`src/rtl/sc_bi_stream_decoder_if.sv`:
```
// ============================================================================
// Module   : sc_bi_stream_decoder_if
// Brief    : Stream input, start/busy control and result handshake bundle
//            for the bipolar stochastic stream decoder.
// Revision : 1.0 - initial release
// ============================================================================
`default_nettype none

interface sc_bi_stream_decoder_if #(
    parameter int LOG_LEN = 8
);
    logic                 start;
    logic                 in_valid;
    logic                 x;
    logic                 busy;
    logic                 out_valid;
    logic                 out_ready;
    logic [LOG_LEN:0]     ones;
    logic [LOG_LEN+1:0]   y;

    modport master (
        output start, in_valid, x, out_ready,
        input  busy, out_valid, ones, y
    );

    modport slave (
        input  start, in_valid, x, out_ready,
        output busy, out_valid, ones, y
    );
endinterface

`default_nettype wire

```
`src/rtl/sc_bi_stream_decoder.sv`:
```
// ============================================================================
// Module   : sc_bi_stream_decoder
// Brief    : Counts ones over a 2^LOG_LEN-bit bipolar stochastic window and
//            reports y = 2*ones - L on a valid/ready result handshake.
// Revision : 1.0 - initial release
// ============================================================================
`default_nettype none

module sc_bi_stream_decoder #(
    parameter int LOG_LEN = 8
) (
    input  wire logic              clk,
    input  wire logic              rst,
    sc_bi_stream_decoder_if.slave  bus
);
    localparam logic [LOG_LEN:0]   C_LAST  = (LOG_LEN+1)'((1 << LOG_LEN) - 1);
    localparam logic [LOG_LEN:0]   C_ONE   = (LOG_LEN+1)'(1);
    localparam logic [LOG_LEN+1:0] C_LEN_Y = (LOG_LEN+2)'(1 << LOG_LEN);

    typedef enum logic [1:0] {
        S_IDLE  = 2'd0,
        S_ACCUM = 2'd1,
        S_HOLD  = 2'd2
    } state_t;

    state_t             r_state, w_state_next;
    logic [LOG_LEN:0]   r_cnt, w_cnt_next;
    logic [LOG_LEN:0]   r_acc, w_acc_next;
    logic [LOG_LEN:0]   r_ones, w_ones_next;
    logic [LOG_LEN+1:0] r_y, w_y_next;
    logic               r_out_valid, w_out_valid_next;
    logic [LOG_LEN:0]   w_sum;

    // acc is bounded by L, so the sum and the doubled sum never overflow
    assign w_sum = r_acc + {{LOG_LEN{1'b0}}, bus.x};

    always_comb begin
        w_state_next     = r_state;
        w_cnt_next       = r_cnt;
        w_acc_next       = r_acc;
        w_ones_next      = r_ones;
        w_y_next         = r_y;
        w_out_valid_next = r_out_valid;
        case (r_state)
            S_IDLE: begin
                if (bus.start) begin
                    w_cnt_next   = '0;
                    w_acc_next   = '0;
                    w_state_next = S_ACCUM;
                end
            end
            S_ACCUM: begin
                if (bus.in_valid) begin
                    w_acc_next = w_sum;
                    w_cnt_next = r_cnt + C_ONE;
                    if (r_cnt == C_LAST) begin
                        w_ones_next      = w_sum;
                        w_y_next         = {w_sum, 1'b0} - C_LEN_Y;
                        w_out_valid_next = 1'b1;
                        w_state_next     = S_HOLD;
                    end
                end
            end
            S_HOLD: begin
                if (r_out_valid && bus.out_ready) begin
                    w_out_valid_next = 1'b0;
                    if (bus.start) begin
                        w_cnt_next   = '0;
                        w_acc_next   = '0;
                        w_state_next = S_ACCUM;
                    end else begin
                        w_state_next = S_IDLE;
                    end
                end
            end
            default: begin
                w_out_valid_next = 1'b0;
                w_state_next     = S_IDLE;
            end
        endcase
    end

    always_ff @(posedge clk or posedge rst) begin
        if (rst) begin
            r_state     <= S_IDLE;
            r_cnt       <= '0;
            r_acc       <= '0;
            r_ones      <= '0;
            r_y         <= '0;
            r_out_valid <= 1'b0;
        end else begin
            r_state     <= w_state_next;
            r_cnt       <= w_cnt_next;
            r_acc       <= w_acc_next;
            r_ones      <= w_ones_next;
            r_y         <= w_y_next;
            r_out_valid <= w_out_valid_next;
        end
    end

    assign bus.busy      = (r_state != S_IDLE);
    assign bus.out_valid = r_out_valid;
    assign bus.ones      = r_ones;
    assign bus.y         = r_y;
endmodule

`default_nettype wire

```
`src/flat_wrapper.sv`:
```
// flat-port wrapper written by rule: the top's interface ports become plain ports
module sc_bi_stream_decoder_flat 
#(
    parameter int LOG_LEN = 8
)
  (clk, rst, bus_start, bus_in_valid, bus_x, bus_out_ready, bus_busy, bus_out_valid, bus_ones, bus_y);
  sc_bi_stream_decoder_if #(.LOG_LEN(LOG_LEN)) bus_i ();
  input  wire logic clk;
  input  wire logic rst;
  input wire logic [$bits(bus_i.start)-1:0] bus_start;
  input wire logic [$bits(bus_i.in_valid)-1:0] bus_in_valid;
  input wire logic [$bits(bus_i.x)-1:0] bus_x;
  input wire logic [$bits(bus_i.out_ready)-1:0] bus_out_ready;
  output wire logic [$bits(bus_i.busy)-1:0] bus_busy;
  output wire logic [$bits(bus_i.out_valid)-1:0] bus_out_valid;
  output wire logic [$bits(bus_i.ones)-1:0] bus_ones;
  output wire logic [$bits(bus_i.y)-1:0] bus_y;
  assign bus_i.start = bus_start;
  assign bus_i.in_valid = bus_in_valid;
  assign bus_i.x = bus_x;
  assign bus_i.out_ready = bus_out_ready;
  assign bus_busy = bus_i.busy;
  assign bus_out_valid = bus_i.out_valid;
  assign bus_ones = bus_i.ones;
  assign bus_y = bus_i.y;
  sc_bi_stream_decoder #(.LOG_LEN(LOG_LEN)) u_core (.clk(clk), .rst(rst), .bus(bus_i));
endmodule
```
`config.mk`:
```
export PLATFORM = sky130hd
export DESIGN_NAME = sc_bi_stream_decoder_flat
export DESIGN_NICKNAME = d
export VERILOG_FILES = /design/src/rtl/sc_bi_stream_decoder_if.sv /design/src/rtl/sc_bi_stream_decoder.sv /design/src/flat_wrapper.sv
export SDC_FILE = /design/constraint.sdc
export NUM_CORES = 1
export LEC_CHECK = 0
export CORE_MARGIN = 4
export CORE_UTILIZATION = 40
export CTS_CLUSTER_DIAMETER = 150
export CTS_CLUSTER_SIZE = 28
export DETAILED_ROUTE_END_ITERATION = 6
export HOLD_SLACK_MARGIN = 0.1
export PLACE_DENSITY = 0.74
export SYNTH_ARGS = -nofsm -noshare
export SYNTH_HDL_FRONTEND = slang
export SYNTH_SLANG_ARGS = --single-unit
```
`constraint.sdc`:
```
create_clock -name clk -period 2.12 [get_ports clk]
set_clock_uncertainty 0.05 [all_clocks]
set_input_delay 0.212 -clock clk [delete_from_list [all_inputs] [get_ports clk]]
set_output_delay 0.212 -clock clk [all_outputs]
set_load 0.02 [all_outputs]
```
Word-level counts from Yosys, hierarchy flattened --
Cells that the tools add are included.
Word-level totals: ROM bits 0, RAM bits 0, memories kept 0, bits in latches 0, output and inout bits 21, bits in registers 40, input port bits 6
Cells by class: multipliers 0, divide/modulo/power cells 0, muxes and demuxes 18, $add $sub $neg 3, bitwise operators 1, $lt $le $gt $ge 0, reduce and logical (&&, ||, !) cells 8, shift-type cells 0, equality and inequality tests 7
Operators with widths (number):
- $mux 9 | 6
- $pmux 9 s3 | 2
- $sub 10x9->10 const B | 1
- $add 9x1->9 | 1
- $add 9x1->9 const B | 1
- $eq 9x8->1 const B | 1
- $mux 2 | 4
- $reduce_and 4->1 | 2
- $pmux 2 s3 | 1
- $reduce_and 3->1 | 2
- $mux 1 | 4
- $ne 2x1->1 const B | 2
- $ne 2x2->1 const B | 2
- $pmux 1 s3 | 1
- $reduce_bool 3->1 | 1
- $eq 2x1->1 const B | 1
- $eq 2x2->1 const B | 1
- $logic_not 2->1 | 1
- $reduce_bool 2->1 | 1
- $logic_and 1x1->1 | 1
- $not 1->1 | 1

Logic depth before layout (Yosys ltp) --
Gate-level depths: netlist of run 1.
word-level depth 4, gate-level depth with buffers 9, gate-level depth less buffers 7

Worst setup path before layout of run 1 --
OpenSTA, ideal clock, no wires.
path type register -> register, start register u_core.r_cnt[0], end register u_core.r_state[1], slack 0.342 ns, period minus slack after synthesis 1.778 ns, cell stages (with the launch flop) 9, data required time 1.928 ns, data arrival time 1.586 ns, path buffers 2, cell sequence dfrtp_1 -> ha_1 -> nand3_1 -> nor2_1 -> ha_1 -> nand4b_1 -> buf_2 -> clkbuf_1 -> o21ai_0
Between the ends: cells in the longest elaborated chain, start to end 3
Ends and longest elaborated chain:
- start: declaration | RTL line sc_bi_stream_decoder.sv:27 | logic [LOG_LEN:0] r_cnt, w_cnt_next;
- start signal: assignment | RTL line sc_bi_stream_decoder.sv:93 | r_cnt <= w_cnt_next;
- $eq 9x8->1 | RTL line sc_bi_stream_decoder.sv:56 | if (r_cnt == C_LAST) begin
- $ne 2x1->1 (no line)
- $reduce_and 4->1 (no line)
- end signal: assignment | RTL line sc_bi_stream_decoder.sv:92 | r_state <= w_state_next;
- end: declaration | RTL line sc_bi_stream_decoder.sv:26 | state_t r_state, w_state_next;
No other way between the ends. A chain may end at the register's enable or synchronous reset.

Final worst setup path of run 1 --
start register u_core.r_cnt[0], end register u_core.r_ones[8], in the netlist u_core.bus.ones[8]
Between the ends: cells in the longest elaborated chain, start to end 2
Ends and longest elaborated chain:
- $eq 9x8->1 | RTL line sc_bi_stream_decoder.sv:56
- $reduce_and 3->1 (no line)
- end signal: assignment | RTL line sc_bi_stream_decoder.sv:95 | r_ones <= w_ones_next;
- end: declaration | RTL line sc_bi_stream_decoder.sv:29 | logic [LOG_LEN:0] r_ones, w_ones_next;
No other way between the ends.

==> results of run 1 <==
## synthesized netlist by cell type (2+ instances only)
cell type,number
a21oi_1,3
and3_1,2
buf_2,2
buf_4,9
clkbuf_1,2
dfrtp_1,32
ha_1,4
inv_1,5
mux2_2,3
nand2_1,22
nand2b_1,3
nand3_1,8
nand4_1,5
nor2_1,7
nor3_1,3
o21ai_0,17
o22ai_1,5
o31ai_1,3
or2_2,2
xnor2_1,3
xor2_1,7
## logic make-up (layout without fill, tap and decap cells)
family          Yosys count  in the layout  share of synthesized area [%]
simple gates             61             61                           19.2
compound gates           35             35                           13.1
flops                    32             32                           49.6
buf+inv                  19             45                           6.66
xor+xnor                 10             10                           5.42
fa+ha+maj                 4              4                           3.10
mux                       4              4                           2.71
other cells               1              1                          0.232
## stage by stage
| step | TNS [ns] | instances | worst slack, ns | util [%] |
|---|---|---|---|---|
| floorplan | 0 | 166 | 0.342 | - |
| global placement | 0 | 232 | 0.0791 | 50.4 |
| detailed placement | -0.0142 | 232 | -0.0142 | 50.4 |
| CTS | 0 | 240 | 0.151 | 52.9 |
| global route | 0 | 240 | 0.0606 | 52.9 |
| finish | 0 | 240 | 0.152 | 52.9 |
## layout make-up
cell class / count / area (sq um) / share of cell area (%)
clock inverters: 2 / 10.0 / 0.502
clock buffers: 6 / 82.6 / 4.14
repair buffers: 32 / 315 / 15.8
multi-input cells: 115 / 707 / 35.4
inverters: 5 / 18.8 / 0.941
flip-flops and latches: 32 / 801 / 40.2
well taps: 48 / 60.1 / 3.01
## how the worst max path moves through the flow
stage | start | endpoint | slack [ns] | depth (start not counted)
CTS | u_core.r_cnt[0]$_DFFE_PP0P_ | u_core.bus.ones[8]$_DFFE_PP0P_ | 0.15 | 7
detailed placement | bus_x | u_core.bus.y[9]$_DFFE_PP0P_ | -0.01 | 7
global placement | bus_x | u_core.bus.y[9]$_DFFE_PP0P_ | 0.08 | 7
floorplan | u_core.r_cnt[0]$_DFFE_PP0P_ | u_core.r_state[1]$_DFFE_PP0P_ | 0.34 | 8
finish | u_core.r_cnt[0]$_DFFE_PP0P_ | u_core.bus.ones[8]$_DFFE_PP0P_ | 0.15 | 7
global route | u_core.r_cnt[0]$_DFFE_PP0P_ | u_core.bus.ones[8]$_DFFE_PP0P_ | 0.06 | 7
## where the power goes
part | internal, mW | switching [mW] | total (mW)
Combinational | 0.101 | 0.110 | 0.211
Sequential | 0.690 | 0.106 | 0.797
Clock | 0.258 | 0.219 | 0.477
Total | 1.05 | 0.435 | 1.48
## tightest hold or removal path: cells and delay by family
kind | cells | cell delay [ns]
buffers and inverters | 3 | 0.80
## state kept, by name, summed over array words and instances (netlist names)
signal / flops
u_core.bus.out_valid: 1
u_core.bus.ones: 9
u_core.r_acc: 9
u_core.r_cnt: 9
u_core.r_state: 2
u_core.bus.y: 2
## metal layers
metal	GRT usage (%)	share of wire, %	vias up
met5	0	0	-
met4	5.01	1.6	0
met3	4.21	5.1	7
met2	23.4	48	24
met1	16.5	45	594
li1	-	-	625
==> impl_metrics.tcl, run 1 <==
set metrics [dict create \
    grt_pass1_wl_um 5560 \
    finalPower_mw 1.48 \
    via_count 1250 \
    grt_max_degree 33 \
    crit_buf_inv 1 \
    synth.yosys.seq_area_share_pct 49.6 \
    drv_slew 0 \
    ys_types 40 \
    rr_worst_depth 7 \
    path_max_fanout 16 \
    r2r-end "u_core.bus.ones[8]$_DFFE_PP0P_" \
    synth_top_area_share_pct 49.6 \
    hp-class "in2async" \
    ys_top_cells_by_area "dfrtp_1 50%, o21ai_0 5.3%, nand2_1 5.1%" \
    cts_hold_buf 0 \
    cap_violations 0 \
    post_drt_wl_per_cell_um 13.2 \
    drtAntennaViolNets 0 \
    cp.required_ns 2.24 \
    critPathKind "reg2reg" \
    clkLatencyLatePin_ns 0.29 \
    die_w_um 71.5 \
    arrival_ns 2.09 \
    finalWirelength_um 3160 \
    synth_flop_cell "dfrtp_1" \
    first_global_vias 1250 \
    fmax_mhz 508 \
    die_h_um 71.5 \
    final_area_sq_mm 0.00199 \
    dr.pass1.iters 4 \
    hold_slack_ns 0.261 \
    fillerInstances 348 \
    startpoint_type "flop" \
    cts_sinks 32 \
    worstReg2RegStart "u_core.r_cnt[0]$_DFFE_PP0P_" \
    crit_family "simple AND/OR/NAND/NOR gates" \
    drtIter0Drc 65 \
    rows 22 \
    cts_setup_buffers 0 \
    synth_top_cell_by_area "dfrtp_1" \
    period_share_pct 92.8 \
    clk_path_buf_depth 2 \
    initial_utilization_pct 42.8 \
    yosysWarnings 0 \
    grtUsageTotal_pct 13.8 \
    hpwl_um 2250 \
    finalSetupViolCount 0 \
    nNetsFinal 201 \
    rsz0062_at_grt "no" \
    ir_drop_mv 0.640 \
    dieArea_sq_mm 0.00512 \
    status "finished clean" \
    post_dp_cell_area_sq_mm 0.00190 \
    antenna_found_initial 0 \
    drc 0 \
    synth-edff-count 0 \
    drive_above_1_share_pct 12.5 \
    r2r_slack_ns 0.15 \
    powerDensity_mw_per_mm2 744 \
    p_leak_nw 0.899 \
    most-common-layout-cells "32 x dfrtp_1, 25 x clkdlybuf4s50_1, 22 x nand2_1" \
    via_per_inst 5.21 \
    place.gp.congestion 0.788 \
    syn2layout_area_growth_pct 23.5 \
    finalCriticalPeriod_ns 1.97 \
    critPathCaptureType "flop" \
    io_pins 27 \
    cts_root_buf "clkbuf_8" \
    ys_ff_latch 32 \
    cts_inserted_buffers 5 \
    worstPathCellList "ha_1 > nand3_1 > nor2_1 > ha_1 > nand4b_1 > buf_12 > o31a_1" \
    synthCells 166 \
    io_buffers 25 \
    worst_path_largest_cell_delay_ns 0.41 \
    crit_path_frequent_cell "ha_1" \
    htreeDepth 2 \
    final_common_cell "dfrtp_1" \
    num_antenna_cells 0 \
    async_reset_ff_share_pct 100 \
    cts.repair.resized 0 \
    grt-ovfl-total 0 \
    hold_violations 0 \
    path_clk_slew_ns 0.06 \
    synth_area_sq_mm 0.00162 \
    core_area_sq_mm 0.00377 \
    synth_area_per_cell_sq_um 9.73 \
    cts_tree "yes" \
    syn_nets 176 \
    cp_slowest_cell "dfrtp_1" \
]
Note: power is estimated with default switching activity, not from simulation.
==> run 2: changes to the inputs <==
- ABC_AREA: default -> 0
- SETUP_SLACK_MARGIN: default -> 0.5
==> run 2 against run 1 <==
  * Final area is 9.0% higher
  * Critical path depth stayed put
  * Clock power rose by 22%
  * Core utilization rose by 4.8 points
  * Setup slack improved by 0.29 ns
  * Critical path type unchanged
  * Count of clock-buffer cells in the layout is 1 lower
  * Register-to-register slack better by 0.29 ns
  * Largest power group unchanged
  * Global-route usage grew 0.45 points
  * Non-clock buffer count grew 14
==> impl_metrics.tcl, run 2 (synthesized netlist as in run 1, its figures left out) <==
set metrics [dict create \
    status "finished clean" \
    num_antenna_cells 0 \
    rsz0062_at_grt "yes" \
    grt_max_degree 13 \
    setup.worst_path.start "u_core.r_cnt[0]$_DFFE_PP0P_" \
    first_global_vias 1239 \
    drive_above_1_share_pct 24.3 \
    fin_setup_tns_ns 0 \
    die_h_um 71.5 \
    path_clk_slew_ns 0.08 \
    finalCriticalPeriod_ns 1.68 \
    fmax_mhz 596 \
    period_share_pct 79.2 \
    cp.required_ns 2.24 \
    clk_path_buf_depth 2 \
    antenna_found_initial 0 \
    io_pins 27 \
    cp_slowest_cell "dfrtp_1" \
    hp-class "in2async" \
    io_buffers 25 \
    critPathCaptureType "flop" \
    core_area_sq_mm 0.00377 \
    cts_inserted_buffers 5 \
    nNetsFinal 215 \
    initial_utilization_pct 42.8 \
    dr.pass1.iters 4 \
    critPathCapture "u_core.bus.ones[8]$_DFFE_PP0P_" \
    post_drt_wl_per_cell_um 13.5 \
    hpwl_um 2280 \
    drv_slew 0 \
    r2r-end "u_core.bus.ones[8]$_DFFE_PP0P_" \
    r2r_slack_ns 0.44 \
    finalPower_mw 1.65 \
    htreeDepth 2 \
    rr_worst_depth 7 \
    die_w_um 71.5 \
    cts_root_buf "clkbuf_8" \
    powerDensity_mw_per_mm2 759 \
    dieArea_sq_mm 0.00512 \
    path_max_fanout 12 \
    ir_drop_mv 0.651 \
    fillerInstances 316 \
    worst_path_largest_cell_delay_ns 0.39 \
    cts_sinks 32 \
    finalWirelength_um 3420 \
    hold_violations 0 \
    hold_slack_ns 0.164 \
    cts_tree "yes" \
    final_common_cell "dfrtp_1" \
    via_count 1305 \
    grt-ovfl-total 0 \
    worstReg2RegStart "u_core.r_cnt[0]$_DFFE_PP0P_" \
    clkLatencyLatePin_ns 0.29 \
    startpoint_type "flop" \
    place.gp.congestion 0.809 \
    finalSetupViolCount 0 \
    critPathKind "reg2reg" \
    syn2layout_area_growth_pct 34.6 \
    drc 0 \
    rows 22 \
    cap_violations 0 \
    grt_pass1_wl_um 5690 \
    grtUsageTotal_pct 14.3 \
    via_per_inst 5.14 \
    drtAntennaViolNets 0 \
    p_leak_nw 0.963 \
    drtIter0Drc 36 \
    worstPathCellList "ha_4 > nand3_1 > nor2_1 > ha_2 > nand4b_1 > buf_6 > o31a_1" \
    arrival_ns 1.80 \
    most-common-layout-cells "31 x dfrtp_1, 23 x clkdlybuf4s50_1, 22 x nand2_1" \
]
==> run 2: worst min path at each step <==
stage,endpoint,slack (ns),cells after the start
2_1_floorplan,u_core.bus.ones[0]$_DFFE_PP0P_,0.28,1
3_3_place_gp,u_core.bus.y[9]$_DFFE_PP0P_,0.43,2
3_5_place_dp,u_core.bus.ones[4]$_DFFE_PP0P_,0.45,2
4_1_cts,u_core.r_cnt[3]$_DFFE_PP0P_,0.17,2
5_1_grt,u_core.r_cnt[3]$_DFFE_PP0P_,0.19,2
6_report,u_core.r_cnt[3]$_DFFE_PP0P_,0.16,2
==> run 2: critical path, delay by kind of cell, from the launching register on <==
| family | cells | cell delay, ns |
|---|---|---|
| simple gates | 3 | 0.30 |
| fa+ha+maj | 2 | 0.35 |
| buf+inv | 1 | 0.17 |
| compound gates | 1 | 0.30 |
| flops | 1 | 0.39 |
==> run 2: through the flow <==
stage | utilization [%] | instance area [sq um] | setup slack (ns) | std cells
4_1_cts | 56.2 | 2120 | 0.431 | 249
5_1_grt | 57.7 | 2170 | 0.351 | 254
6_report | 57.7 | 2170 | 0.441 | 254
2_1_floorplan | - | 1640 | 0.508 | 166
3_3_place_gp | 50.8 | 1910 | 0.122 | 233
3_5_place_dp | 50.8 | 1910 | 0.0634 | 233
==> run 2: where the power goes <==
group / leakage (nW) / switching, mW / total [mW] / internal [mW]
sequential: 0.422 / 0.112 / 0.802 / 0.690
clock: 0.0541 / 0.237 / 0.584 / 0.348
combinational: 0.487 / 0.123 / 0.264 / 0.142
total: 0.963 / 0.471 / 1.65 / 1.18
==> run 2: final cells by class <==
class | instances | area, sq um | area share (%)
sequential | 32 | 802 | 36.9
multi-input combinational | 115 | 777 | 35.7
timing repair buffer | 46 | 405 | 18.6
clock buffer | 5 | 68.8 | 3.16
tap | 48 | 60.1 | 2.76
clock inverter | 3 | 42.5 | 1.96
inverter | 5 | 18.8 | 0.863
==> run 2: metal layers <==
| layer | track usage (%) | share of wire [%] | vias to the layer above |
|---|---|---|---|
| li1 | - | - | 652 |
| met3 | 4.63 | 5.6 | 5 |
| met1 | 18.1 | 46 | 612 |
| met4 | 6.47 | 1.9 | 0 |
| met5 | 0 | 0 | - |
| met2 | 22.1 | 47 | 36 |
==> run 2: what timing repair did <==
item	in CTS	in global routing
gates cloned	0	0
pin swaps	5	3
buffers inserted	8	5
resized for setup	7	12
setup endpoints to repair	8	19
hold buffers	0	0
==> run 3: changes to the inputs <==
- PLACE_DENSITY: 0.74 -> 0.76
- clock period: 2.12 -> 1.47 ns (I/O delays scaled with it)
==> run 3 against run 2 <==
  * The run now ends with negative setup slack left
  * Register-to-register slack got worse by 0.73 ns
  * Critical path depth increased by 1
  * Setup slack got worse by 0.73 ns
  * Sequential share of layout area fell by 8.4 points
  * Wire length increased by 52%
  * Power grew 63%
  * Critical path type unchanged
  * Highest routed layer unchanged
==> impl_metrics.tcl, run 3 (synthesized netlist as in run 1, its figures left out) <==
set metrics [dict create \
    startpoint_type "flop" \
    hp-class "in2async" \
    drive_above_1_share_pct 57.3 \
    multiInputGateArea_sq_mm 0.00101 \
    status "finished, violations left" \
    grtUsageTotal_pct 17.2 \
    die_w_um 71.5 \
    num_antenna_cells 0 \
    grt_max_degree 33 \
    cts_sinks 32 \
    clk_path_buf_depth 2 \
    via_count 1583 \
    cap_violations 0 \
    critPathKind "reg2reg" \
    regArea_sq_um 803 \
    fillerInstances 246 \
    drv_slew 0 \
    die_h_um 71.5 \
    cts_hold_buf 0 \
    path_max_fanout 3 \
    period_share_pct 120 \
    place.gp.congestion 0.819 \
    clkLatencyLatePin_ns 0.29 \
    io_buffers 25 \
    post-route-util_pct 74.8 \
    ir_drop_mv 1.01 \
    hold_violations 0 \
    hold_slack_ns 0.143 \
    rr_worst_depth 8 \
    path_clk_slew_ns 0.07 \
    dr.pass1.iters 4 \
    cts_root_buf "clkbuf_8" \
    final_common_cell "buf_4" \
    core_area_sq_mm 0.00377 \
    nNetsFinal 255 \
    drc 0 \
    finalWirelength_um 5200 \
    cp.required_ns 1.60 \
    syn2layout_area_growth_pct 74.5 \
    drtAntennaViolNets 0 \
    htreeDepth 2 \
    hpwl_um 2660 \
    antenna_found_initial 0 \
    p_leak_nw 1.31 \
    fmax_mhz 569 \
    cts_inserted_buffers 5 \
    dieArea_sq_mm 0.00512 \
    finalCriticalPeriod_ns 1.76 \
    via_per_inst 5.38 \
    initial_utilization_pct 42.8 \
    grt-ovfl-total 0 \
    rsz0062_at_grt "yes" \
    arrival_ns 1.88 \
    io_pins 27 \
    finalSetupViolCount 20 \
    cts_tree "yes" \
    post_drt_wl_per_cell_um 17.7 \
    setup_ws_ns -0.287 \
    drtIter0Drc 58 \
    most-common-layout-cells "42 x buf_4, 33 x buf_6, 30 x dfrtp_1" \
    rows 22 \
    critPathCaptureType "flop" \
    first_global_vias 1504 \
    violations "negative setup slack" \
    powerDensity_mw_per_mm2 952 \
    grt_pass1_wl_um 6840 \
]
-- run 3: power breakdown --
| group | switching (mW) | internal [mW] |
|---|---|---|
| registers | 0.105 | 0.996 |
| clock network | 0.328 | 0.382 |
| logic | 0.436 | 0.436 |
-- run 3: routing by layer --
metal	GRT usage [%]	vias up	routed length, um
li1	-	733	-
met2	29.3	50	2800
met1	21.0	783	2010
met5	0	-	0
met4	7.31	0	146
met3	3.79	17	238
-- run 3: timing repair --
| item | CTS | global route |
|---|---|---|
| resized for setup | 144 | 53 |
| setup endpoints to repair | 52 | 52 |
| pin swaps | 8 | 27 |
| cloned | 0 | 2 |
| setup buffers | 7 | 14 |
-- run 3: area by class of cell --
cell class / instances / share of cell area (%)
Clock buffer: 8 / 3.20
Inverter: 5 / 0.755
Multi-Input combinational cell: 116 / 35.8
Sequential cell: 32 / 28.5
Tap cell: 48 / 2.13
Timing Repair Buffer: 85 / 29.6
-- run 3: final timing paths --
| check | start | end | slack, ns |
|---|---|---|---|
| worst max-delay path | u_core.r_acc[0]$_DFFE_PP0P_ | u_core.r_acc[8]$_DFFE_PP0P_ | -0.29 |
| worst min-delay path | rst | u_core.r_acc[1]$_DFFE_PP0P_ | 0.14 |
| max in group asynchronous | rst | u_core.r_state[1]$_DFFE_PP0P_ | 1.04 |
| worst max register to register | u_core.r_acc[0]$_DFFE_PP0P_ | u_core.r_acc[8]$_DFFE_PP0P_ | -0.29 |
| worst min register to register | u_core.bus.y[9]$_DFFE_PP0P_ | u_core.bus.y[9]$_DFFE_PP0P_ | 0.47 |
| min in group clk | bus_x | u_core.r_acc[0]$_DFFE_PP0P_ | 0.32 |
-- run 3: worst max-delay path, stage by stage, from the launching register on --
cell	delay, ns
dfrtp_1	0.40
ha_4	0.19
ha_4	0.14
nand4_1	0.15
buf_4	0.19
buf_4	0.13
o21ai_1	0.14
o21ai_1	0.10
a21o_1	0.17
-- run 3: through the flow --
step	TNS [ns]	area (sq um)	cells	worst slack (ns)	total power, mW
2_1_floorplan	-1.46	1720	166	-0.141	1.43
3_3_place_gp	-3.71	2210	263	-0.388	1.71
3_5_place_dp	-4.48	2210	263	-0.429	1.73
4_1_cts	-1.54	2460	278	-0.156	2.48
5_1_grt	-4.43	2820	294	-0.382	2.83
6_report	-3.25	2820	294	-0.287	2.68
